<file path="config.mk">
export PLATFORM = sky130hd
export DESIGN_NAME = serial_frame_ctrl
export DESIGN_NICKNAME = d
export VERILOG_FILES = /design/src/rtl/serial_frame_pkg.sv /design/src/rtl/start_pattern_det.sv /design/src/rtl/serial_frame_ctrl.sv
export SDC_FILE = /design/constraint.sdc
export NUM_CORES = 1
export LEC_CHECK = 0
export ABC_CLOCK_PERIOD_IN_PS = 2200
export CAP_MARGIN = 20
export CORE_AREA = 2 2 58 60
export DETAILED_ROUTE_END_ITERATION = 10
export DIE_AREA = 0 0 60 62
export PLACE_DENSITY = 0.68
export SKIP_LAST_GASP = 1
export SYNTH_ARGS = -nofsm -noshare
export SYNTH_HDL_FRONTEND = slang
export SYNTH_HIERARCHICAL = 1
export SYNTH_SLANG_ARGS = --single-unit
</file>
<file path="constraint.sdc">
create_clock -name clk -period 2.2 [get_ports clk]
set_input_delay 0.22 -clock clk [delete_from_list [all_inputs] [get_ports clk]]
set_output_delay 0.22 -clock clk [all_outputs]
set_load 0.02 [all_outputs]
</file>
<file path="src/rtl/serial_frame_pkg.sv">
// Shared types and default geometry for the serial frame receive controller.
package serial_frame_pkg;

   localparam int unsigned DefaultPatW  = 4;
   localparam int unsigned DefaultAddrW = 2;
   localparam int unsigned DefaultLenW  = 4;

   localparam logic [DefaultPatW-1:0] DefaultStartPat = 4'b1011;

   typedef enum logic [1:0] {
      StHunt    = 2'd0,
      StAddr    = 2'd1,
      StLen     = 2'd2,
      StPayload = 2'd3
   } state_e;

endpackage

</file>
<file path="src/rtl/start_pattern_det.sv">
// Start-pattern hunter: shift register with a combinational match that includes the incoming bit.
module start_pattern_det
   import serial_frame_pkg::*;
#(
   parameter int unsigned      PAT_W     = DefaultPatW,
   parameter logic [PAT_W-1:0] START_PAT = DefaultStartPat
) (
   input  logic clk_i,
   input  logic rst_i,
   input  logic shift_en_i,
   input  logic clr_i,
   input  logic bit_i,
   output logic match_o
);

   logic [PAT_W-1:0] pat_q, pat_d;
   logic [PAT_W-1:0] pat_shifted;

   assign pat_shifted = {pat_q[PAT_W-2:0], bit_i};

   always_comb begin
      pat_d = pat_q;
      if (clr_i) begin
         pat_d = '0;
      end else if (shift_en_i) begin
         pat_d = pat_shifted;
      end
   end

   always_ff @(posedge clk_i) begin
      if (rst_i) begin
         pat_q <= '0;
      end else begin
         pat_q <= pat_d;
      end
   end

   // Overlapping detection: older bits stay in the window after a miss.
   assign match_o = shift_en_i && !clr_i && (pat_shifted == START_PAT);

endmodule

</file>
<file path="src/rtl/serial_frame_ctrl.sv">
// Serial frame controller: hunts a start pattern, captures address and length fields,
// then streams the payload bits to the addressed port with a completion pulse.
module serial_frame_ctrl
   import serial_frame_pkg::*;
#(
   parameter int unsigned      PAT_W     = DefaultPatW,
   parameter logic [PAT_W-1:0] START_PAT = DefaultStartPat,
   parameter int unsigned      ADDR_W    = DefaultAddrW,
   parameter int unsigned      LEN_W     = DefaultLenW
) (
   input  logic                 clk,
   input  logic                 rst,
   input  logic                 ser_in,
   input  logic                 bit_valid,
   input  logic                 abort,
   input  logic [2**ADDR_W-1:0] port_en,
   output logic                 out_bit,
   output logic [2**ADDR_W-1:0] out_valid,
   output logic [ADDR_W-1:0]    cur_port,
   output logic                 frame_done,
   output logic                 dropped,
   output logic                 busy
);

   localparam int unsigned NPORTS      = 2**ADDR_W;
   localparam int unsigned MaxFieldW   = (ADDR_W > LEN_W) ? ADDR_W : LEN_W;
   localparam int unsigned CNT_W       = $clog2(MaxFieldW + 1);

   state_e              state_q, state_d;
   logic [ADDR_W-1:0]   addr_sr_q, addr_sr_d;
   logic [LEN_W-1:0]    len_sr_q, len_sr_d;
   logic [CNT_W-1:0]    bit_cnt_q, bit_cnt_d;
   logic [LEN_W-1:0]    pay_cnt_q, pay_cnt_d;
   logic [ADDR_W-1:0]   cur_port_q, cur_port_d;
   logic                out_bit_q, out_bit_d;
   logic [NPORTS-1:0]   out_valid_q, out_valid_d;
   logic                frame_done_q, frame_done_d;
   logic                dropped_q, dropped_d;

   logic [ADDR_W-1:0]   addr_next;
   logic [LEN_W-1:0]    len_next;
   logic                det_shift_en;
   logic                det_clr;
   logic                det_match;

   // Holding the detector cleared outside HUNT guarantees an empty window on re-entry.
   assign det_shift_en = bit_valid && (state_q == StHunt);
   assign det_clr      = abort || (state_q != StHunt);

   start_pattern_det #(
      .PAT_W     (PAT_W),
      .START_PAT (START_PAT)
   ) u_start_det (
      .clk_i      (clk),
      .rst_i      (rst),
      .shift_en_i (det_shift_en),
      .clr_i      (det_clr),
      .bit_i      (ser_in),
      .match_o    (det_match)
   );

   assign addr_next = {addr_sr_q[ADDR_W-2:0], ser_in};
   assign len_next  = {len_sr_q[LEN_W-2:0], ser_in};

   always_comb begin
      state_d      = state_q;
      addr_sr_d    = addr_sr_q;
      len_sr_d     = len_sr_q;
      bit_cnt_d    = bit_cnt_q;
      pay_cnt_d    = pay_cnt_q;
      cur_port_d   = cur_port_q;
      out_bit_d    = out_bit_q;
      out_valid_d  = '0;
      frame_done_d = 1'b0;
      dropped_d    = 1'b0;

      if (abort) begin
         state_d   = StHunt;
         addr_sr_d = '0;
         len_sr_d  = '0;
         bit_cnt_d = '0;
         pay_cnt_d = '0;
      end else if (bit_valid) begin
         unique case (state_q)
            StHunt: begin
               if (det_match) begin
                  state_d   = StAddr;
                  addr_sr_d = '0;
                  len_sr_d  = '0;
                  bit_cnt_d = '0;
               end
            end
            StAddr: begin
               addr_sr_d = addr_next;
               if (bit_cnt_q == CNT_W'(ADDR_W - 1)) begin
                  cur_port_d = addr_next;
                  bit_cnt_d  = '0;
                  state_d    = StLen;
               end else begin
                  bit_cnt_d = bit_cnt_q + 1'b1;
               end
            end
            StLen: begin
               len_sr_d = len_next;
               if (bit_cnt_q == CNT_W'(LEN_W - 1)) begin
                  bit_cnt_d = '0;
                  if (len_next == '0) begin
                     frame_done_d = 1'b1;
                     dropped_d    = !port_en[cur_port_q];
                     state_d      = StHunt;
                  end else begin
                     pay_cnt_d = len_next;
                     state_d   = StPayload;
                  end
               end else begin
                  bit_cnt_d = bit_cnt_q + 1'b1;
               end
            end
            StPayload: begin
               out_bit_d = ser_in;
               if (port_en[cur_port_q]) begin
                  out_valid_d = NPORTS'(1) << cur_port_q;
               end
               pay_cnt_d = pay_cnt_q - 1'b1;
               if (pay_cnt_q == LEN_W'(1)) begin
                  frame_done_d = 1'b1;
                  dropped_d    = !port_en[cur_port_q];
                  state_d      = StHunt;
               end
            end
            default: begin
               state_d = StHunt;
            end
         endcase
      end
   end

   always_ff @(posedge clk) begin
      if (rst) begin
         state_q      <= StHunt;
         addr_sr_q    <= '0;
         len_sr_q     <= '0;
         bit_cnt_q    <= '0;
         pay_cnt_q    <= '0;
         cur_port_q   <= '0;
         out_bit_q    <= 1'b0;
         out_valid_q  <= '0;
         frame_done_q <= 1'b0;
         dropped_q    <= 1'b0;
      end else begin
         state_q      <= state_d;
         addr_sr_q    <= addr_sr_d;
         len_sr_q     <= len_sr_d;
         bit_cnt_q    <= bit_cnt_d;
         pay_cnt_q    <= pay_cnt_d;
         cur_port_q   <= cur_port_d;
         out_bit_q    <= out_bit_d;
         out_valid_q  <= out_valid_d;
         frame_done_q <= frame_done_d;
         dropped_q    <= dropped_d;
      end
   end

   assign out_bit    = out_bit_q;
   assign out_valid  = out_valid_q;
   assign cur_port   = cur_port_q;
   assign frame_done = frame_done_q;
   assign dropped    = dropped_q;
   assign busy       = (state_q != StHunt);

endmodule

</file>
Word-level counts from Yosys, hierarchy flattened
Index checks and enable logic that the tools add are counted.

Register bits after elaboration: 25. Bits of input ports: 9. Output and inout bits: 10. Logic and storage cells: 82.

Add/sub/neg operators: 2. Magnitude comparators: 1. Equality and inequality tests: 12. Shift operators: 1. Muxes and demuxes: 27. Bitwise logic cells: 4. Reduce and logical (&&, ||, !) cells: 24.

Operator list (number): $mux W3 (4); $reduce_and A3 Y1 (4); $mux W2 (5); $ne A2 B2 Y1 const B (5); $pmux W3 S3 (1); $mux W1 (8); $mux W4 (2); $pmux W2 S4 (1); $pmux W4 S2 (1); $reduce_and A4 Y1 (2); $reduce_bool A2 Y1 (4); $pmux W1 S2 (3); $pmux W3 S2 (1); $reduce_and A5 Y1 (1); $reduce_or A5 Y1 (1); $eq A2 B2 Y1 const B (2); $eq A4 B1 Y1 const B (1); $eq A4 B4 Y1 const B (1); $logic_not A4 Y1 (1); $not A1 Y1 (4); $reduce_or A2 Y1 (2); $shl A1 B2 Y4 const A (1); $sub A4 B1 Y4 const B (1); $add A3 B1 Y3 const B (1); other kinds (11) (14).

Logic depth before layout (Yosys ltp)
Word-level depth: 7. Gate-level depth with buffers: 9. Mapped depth without buffers: 9.

Cells and area by module
Netlist, hierarchy kept.

By module, submodules not included: serial_frame_ctrl (times used 1, cells each 144, area each 1276.2 um^2, sequential area each 440.4 um^2); start_pattern_det (times used 1, cells each 11, area each 126.4 um^2, sequential area each 60.1 um^2).

Least setup slack after synthesis
No wires, ideal clock.

Path type: reg2reg. Start point: reg state_q[0]. End point: reg state_q[0]. Setup time: 0.087 ns. Arrival time: 2.016 ns. Required time: 2.113 ns. Path slack: 0.097 ns. Stages on the path, launching flop included: 10. Buffers on the path: 0. Clock period less this slack: 2.103 ns. Cell sequence: dfxtp_1 -> inv_1 -> ha_1 -> and2_1 -> nand4b_1 -> nor3b_2 -> nand2b_2 -> o211ai_1 -> or4_1 -> o31ai_1.

Elaborated cells on any way between the ends: 16. Classes of those cells: eq/ne: 7; mux: 1; reduce/logical: 8.

RTL lines: from (decl) (RTL line serial_frame_ctrl.sv:29) `state_e state_q, state_d;`; from (signal assigned) (RTL line serial_frame_ctrl.sv:140) `state_q <= StHunt;`; from (signal assigned) (RTL line serial_frame_ctrl.sv:151) `state_q <= state_d;`; $logic_not A2 Y1 (RTL line serial_frame_ctrl.sv:47) `assign det_shift_en = bit_valid && (state_q == StHunt);`; $logic_and A1 B1 Y1 (RTL line serial_frame_ctrl.sv:47); named net det_shift_en (RTL line serial_frame_ctrl.sv:42) `logic det_shift_en;`; $logic_and A1 B1 Y1 (2 in series) (RTL line start_pattern_det.sv:39) `assign match_o = shift_en_i && !clr_i && (pat_shifted == START_PAT);`; named net det_match (RTL line serial_frame_ctrl.sv:44) `logic det_match;`; $ne A2 B2 Y1 (no line); $reduce_and A5 Y1 (no line).

The timed path passes the listed nets, and every way through them passes these cells. A chain may end at the register's enable or synchronous reset.

Worst setup path in the final report
Start point: reg state_q[1]. End point: reg state_q[0].

Same word-level chain as after synthesis.

==> impl.org <==
** Worst setup path
- By startpoint and endpoint, the worst setup path is classified as flop to flop.
- The setup check on the worst reg-to-reg path leaves a slack of approximately 0.086 ns.
- RR Endpoint :: state_q[0]$_SDFFE_PP0P_
- Crit path launch type :: flop
- The signal on the critical path passes through inv_2 -> ha_4 -> and2_1 -> nand4b_1 -> nor3b_2 -> nand2b_4 -> o211ai_1 -> or4_1 -> o31ai_1.
- Worst path required time :: 2.44 ns
- The critical path crosses 9 cells after its start point.
- Arrival time at the worst endpoint :: 2.35 ns
- Largest incremental delay on the critical path :: 0.48 ns
- Launching element of the worst setup path :: state_q[1]$_SDFFE_PP0P_
- Worst path buffer plus inverter count :: 1
- The critical path ends at state_q[0]$_SDFFE_PP0P_.
- On the critical path, the stage with the largest delay is an instance of sky130_fd_sc_hd__or4_1.
- Startpoint of the worst-slack reg-to-reg timing path :: state_q[1]$_SDFFE_PP0P_
- Maximum fanout along the worst path :: 6
- R2R depth :: 9
- The cell family contributing the most delay on the critical path is simple AND/OR/NAND/NOR gates.
- Critical path endpoint category :: flop

** Placement
- Instance count after placement with tap cells included :: 222
- Buffers added on ports :: 18
- Detailed placement ended at an HPWL of about 2400 µm.
- Prior to clock tree synthesis, the placed netlist has a worst setup slack of -0.0424 ns.
- At the end of routability-driven placement, the weighted congestion stood at between 0.7 and 0.8.

** Pwr
- Dividing total power by cell area gives a power density of 410 mW/mm².
- For this design the static power due to leakage is 0.641 nW.
- Power, Total :: 716 µW
- Peak ir drop on the vdd network :: 0.150 mV

** Yosys
- After synthesis, the netlist uses 43 different library cells.
- Of all flip-flops after synthesis, the portion carrying an async set or reset was 0%.
- Synth Cell Area :: roughly 0.0014 mm²
- Post-Synthesis Mean Instance Area :: 9.05 µm²
- The cell count after synthesis came out at 155.
- Number of synthesized flops with an enable pin :: 0
- Top_reg_cell synth :: sky130_fd_sc_hd__dfxtp_1
- Synthesis produced a netlist with a net count of between 150 and 200.
- The Yosys step of the flow raised 6 warnings.
- The synthesized design contains 25 register bits.
- Sequential fraction of the synthesis area :: 35.7%

** Timing
- Max Clock Skew :: 0.00932 ns
- Hold timing on the final database bottoms out at a slack of 0.456 ns.
- Worst-Margin Slew :: 0.443 ns
- Worst relative slew slack :: 70.2%
- The count of final hold-check violations came to 0.
- Max Clk Rate :: 0.473 GHz
- Final setup fails :: 0
- After layout, the worst path uses 96.1% of the clock period.
- The worst path needs 2.11 ns of the cycle, external delays included.
- Worst setup margin :: 0.0858 ns
- The max-slew violation total from the final report came to 0.

** Detailed routing
- Post-detailed-route DRC marker count :: 0
- In this run the remaining antenna-violating nets after routing total 0.
- Using the TritonRoute via totals, the vias-per-cell ratio works out to 5.35.
- For this block, the initial DRC count from the detailed router was 53.
- The final layout contains routed wiring with a total length of about 3100 µm.
- Number of vias in the routed layout :: 1220
- Before antenna repair, the detailed router went through 4 iterations.
- Final routed wire length divided by cell count :: 13.7 µm

** Hold path
- Path category of the worst min-delay check :: primary input to flop

** Run status
- Result of the run :: finished, final reports clean

** Cells and area
- Once layout is complete, the utilization of the core stands at 54.9%.
- P&R area growth vs syn :: 24.5%
- In the final design database the tool counted 204 nets.
- After the flow finishes, the layout carries non-filler instances totaling 228.
- Fillcell total :: around 300
- Total inserted antenna cells :: 0
- Fraction of final layout cells with drive strength greater than 1 :: 15.4%

** Die
- Placeable core area :: 0.00318 mm²
- The floorplan step set the die width to 60 µm.
- Die extent in y :: 62 µm
- Boundary pin count :: 19
- Number of cell rows :: 21
- DIE AREA :: ~0.0037 mm²
- For this configuration, the core starts out at a cell density of 44.1%.

** Clocking
- Skew-Pair Late Insertion Delay :: 0.33 ns
- H-tree levels :: 1
- In this run the deepest clock path goes through 2 buffers.
- Num CTS Buffers :: 3
- For this design, the CTS-stage hold fixing added 0 buffers.
- TritonCTS clock tree :: built
- Clock Sinks :: 25
- CTS placed an instance of sky130_fd_sc_hd__clkbuf_4 at the clock tree root.
- Clock edge transition at the registers on the reported setup and hold paths :: between 0.1 and 0.15 ns

** Global route
- Overall routing resource usage :: between 10% and 20%
- Remaining Overflow, GRT :: 0
- The number of antenna violations at the first check in global routing came to 0.
- First-pass GRT wire length :: 4820 µm
- Entering global routing, the biggest net connects 15 pins.
- Vias in the first global route :: 1086

** Job
- The tool flagged a number of max-cap violations equal to 0.
synth_stat cells (all sizes together) (3+ instances only):
master	number	area, µm²
a32oi	4	35.0
o211ai	5	37.5
clkbuf	3	12.5
nand2	15	56.3
nand2b	3	21.3
a21oi	9	45.0
ha	12	150
nor3b	4	35.0
or3	4	30.0
nor2b	5	38.8
mux2i	6	60.1
inv	10	37.5
o21ai	3	15.0
dfxtp	25	500
nor3	7	35.0
nor2	11	41.3
nand4b	3	26.3
layer usage:
layer | track usage (%) | up-vias | share of wire [%]
met5 | 0 | - | 0
met1 | 22.6 | 581 | 46
li1 | - | 612 | -
met2 | 30.3 | 22 | 50
met4 | 6.67 | 0 | 1.4
met3 | 2.48 | 5 | 2.8
area by class of cell:
cell class              instances  area, µm²  share of cell area (%)
flip-flops and latches         25        505                    28.9
well taps                      46       57.6                    3.30
repair buffers                 28        255                    14.6
inverters                      10       37.5                    2.15
multi-input cells             115        863                    49.4
clock inverters                 1       5.00                   0.287
clock buffers                   3       22.5                    1.29
flip-flops by register name, indices dropped and copies added (netlist names):
signal	flops
pay_cnt_q	4
out_valid	4
u_start_det/pat_q	3
bit_cnt_q	3
dropped	1
frame_done	1
addr_sr_q	1
cur_port	2
state_q	2
out_bit	1
len_sr_q	3
power breakdown:
| part | internal, mW | switching [mW] | leakage [nW] |
|---|---|---|---|
| clock network | 0.0683 | 0.141 | 0.0177 |
| logic | 0.0295 | 0.0243 | 0.421 |
| registers | 0.452 | 0.000595 | 0.203 |
| total | 0.550 | 0.166 | 0.641 |
metrics by stage:
step                      setup TNS (ns)  instance area (µm²)
after CTS                              0                 1710
after floorplan                        0                 1400
after detailed placement         -0.0581                 1670
after global placement                 0                 1670
after global routing             -0.0158                 1750
final                                  0                 1750
cells by family (layout without fill, tap and decap cells):
family	count (synthesis)	in the layout	share of synthesized area, %
AND/OR/NAND/NOR	63	63	25.7
AO/OA/AOI/OAI	31	31	15.5
flip-flops	25	25	35.7
buffers and inverters	15	42	4.91
adder cells (fa/ha/maj)	12	12	10.7
multiplexers	9	9	7.49
worst min-delay path, delay by kind of cell:
kind / cells / cell delay, ns
buffers and inverters: 1 / 0.42
AND/OR/NAND/NOR: 2 / 0.11
repair_timing:
| action | CTS | global route |
|---|---|---|
| setup buffers | 0 | 2 |
| endpoints found under the setup margin | 4 | 4 |
| gates resized for setup | 4 | 6 |
worst min path at each step:
stage | slack, ns | from | to | depth (start not counted)
after floorplan | 0.29 | rst | cur_port[0]$_SDFFE_PP0P_ | 1
after CTS | 0.44 | port_en[1] | out_valid[1]$_SDFF_PP0_ | 3
after global routing | 0.44 | port_en[1] | out_valid[1]$_SDFF_PP0_ | 3
after global placement | 0.45 | pay_cnt_q[1]$_SDFFE_PP0P_ | pay_cnt_q[1]$_SDFFE_PP0P_ | 2
after detailed placement | 0.45 | pay_cnt_q[1]$_SDFFE_PP0P_ | pay_cnt_q[1]$_SDFFE_PP0P_ | 2
final | 0.46 | port_en[1] | out_valid[1]$_SDFF_PP0_ | 3
cells in the final DEF, fill, tap and decap left out, types with 2 or more instances in the layout:
master | Yosys | final
sky130_fd_sc_hd__ha_1 | 12 | 11
sky130_fd_sc_hd__nor2b_1 | 4 | 4
sky130_fd_sc_hd__clkbuf_4 | 0 | 3
sky130_fd_sc_hd__a32o_1 | 2 | 2
sky130_fd_sc_hd__nor3_1 | 7 | 7
sky130_fd_sc_hd__clkdlybuf4s50_1 | 0 | 18
sky130_fd_sc_hd__nor2_1 | 11 | 11
sky130_fd_sc_hd__nand2_1 | 15 | 15
sky130_fd_sc_hd__o31ai_1 | 2 | 2
sky130_fd_sc_hd__nand4b_1 | 3 | 3
sky130_fd_sc_hd__mux2i_1 | 6 | 6
sky130_fd_sc_hd__and2_1 | 2 | 2
sky130_fd_sc_hd__inv_1 | 10 | 8
sky130_fd_sc_hd__dfxtp_1 | 25 | 23
sky130_fd_sc_hd__nor3b_1 | 3 | 3
sky130_fd_sc_hd__a21oi_1 | 9 | 9
sky130_fd_sc_hd__o21a_1 | 2 | 2
sky130_fd_sc_hd__inv_2 | 0 | 2
sky130_fd_sc_hd__o21ai_0 | 3 | 3
sky130_fd_sc_hd__a32oi_1 | 4 | 4
sky130_fd_sc_hd__nand2b_4 | 0 | 2
sky130_fd_sc_hd__o211ai_1 | 5 | 5
sky130_fd_sc_hd__or3_1 | 3 | 3
sky130_fd_sc_hd__buf_4 | 1 | 10
No activity file was read; power rests on OpenSTA's default activity.
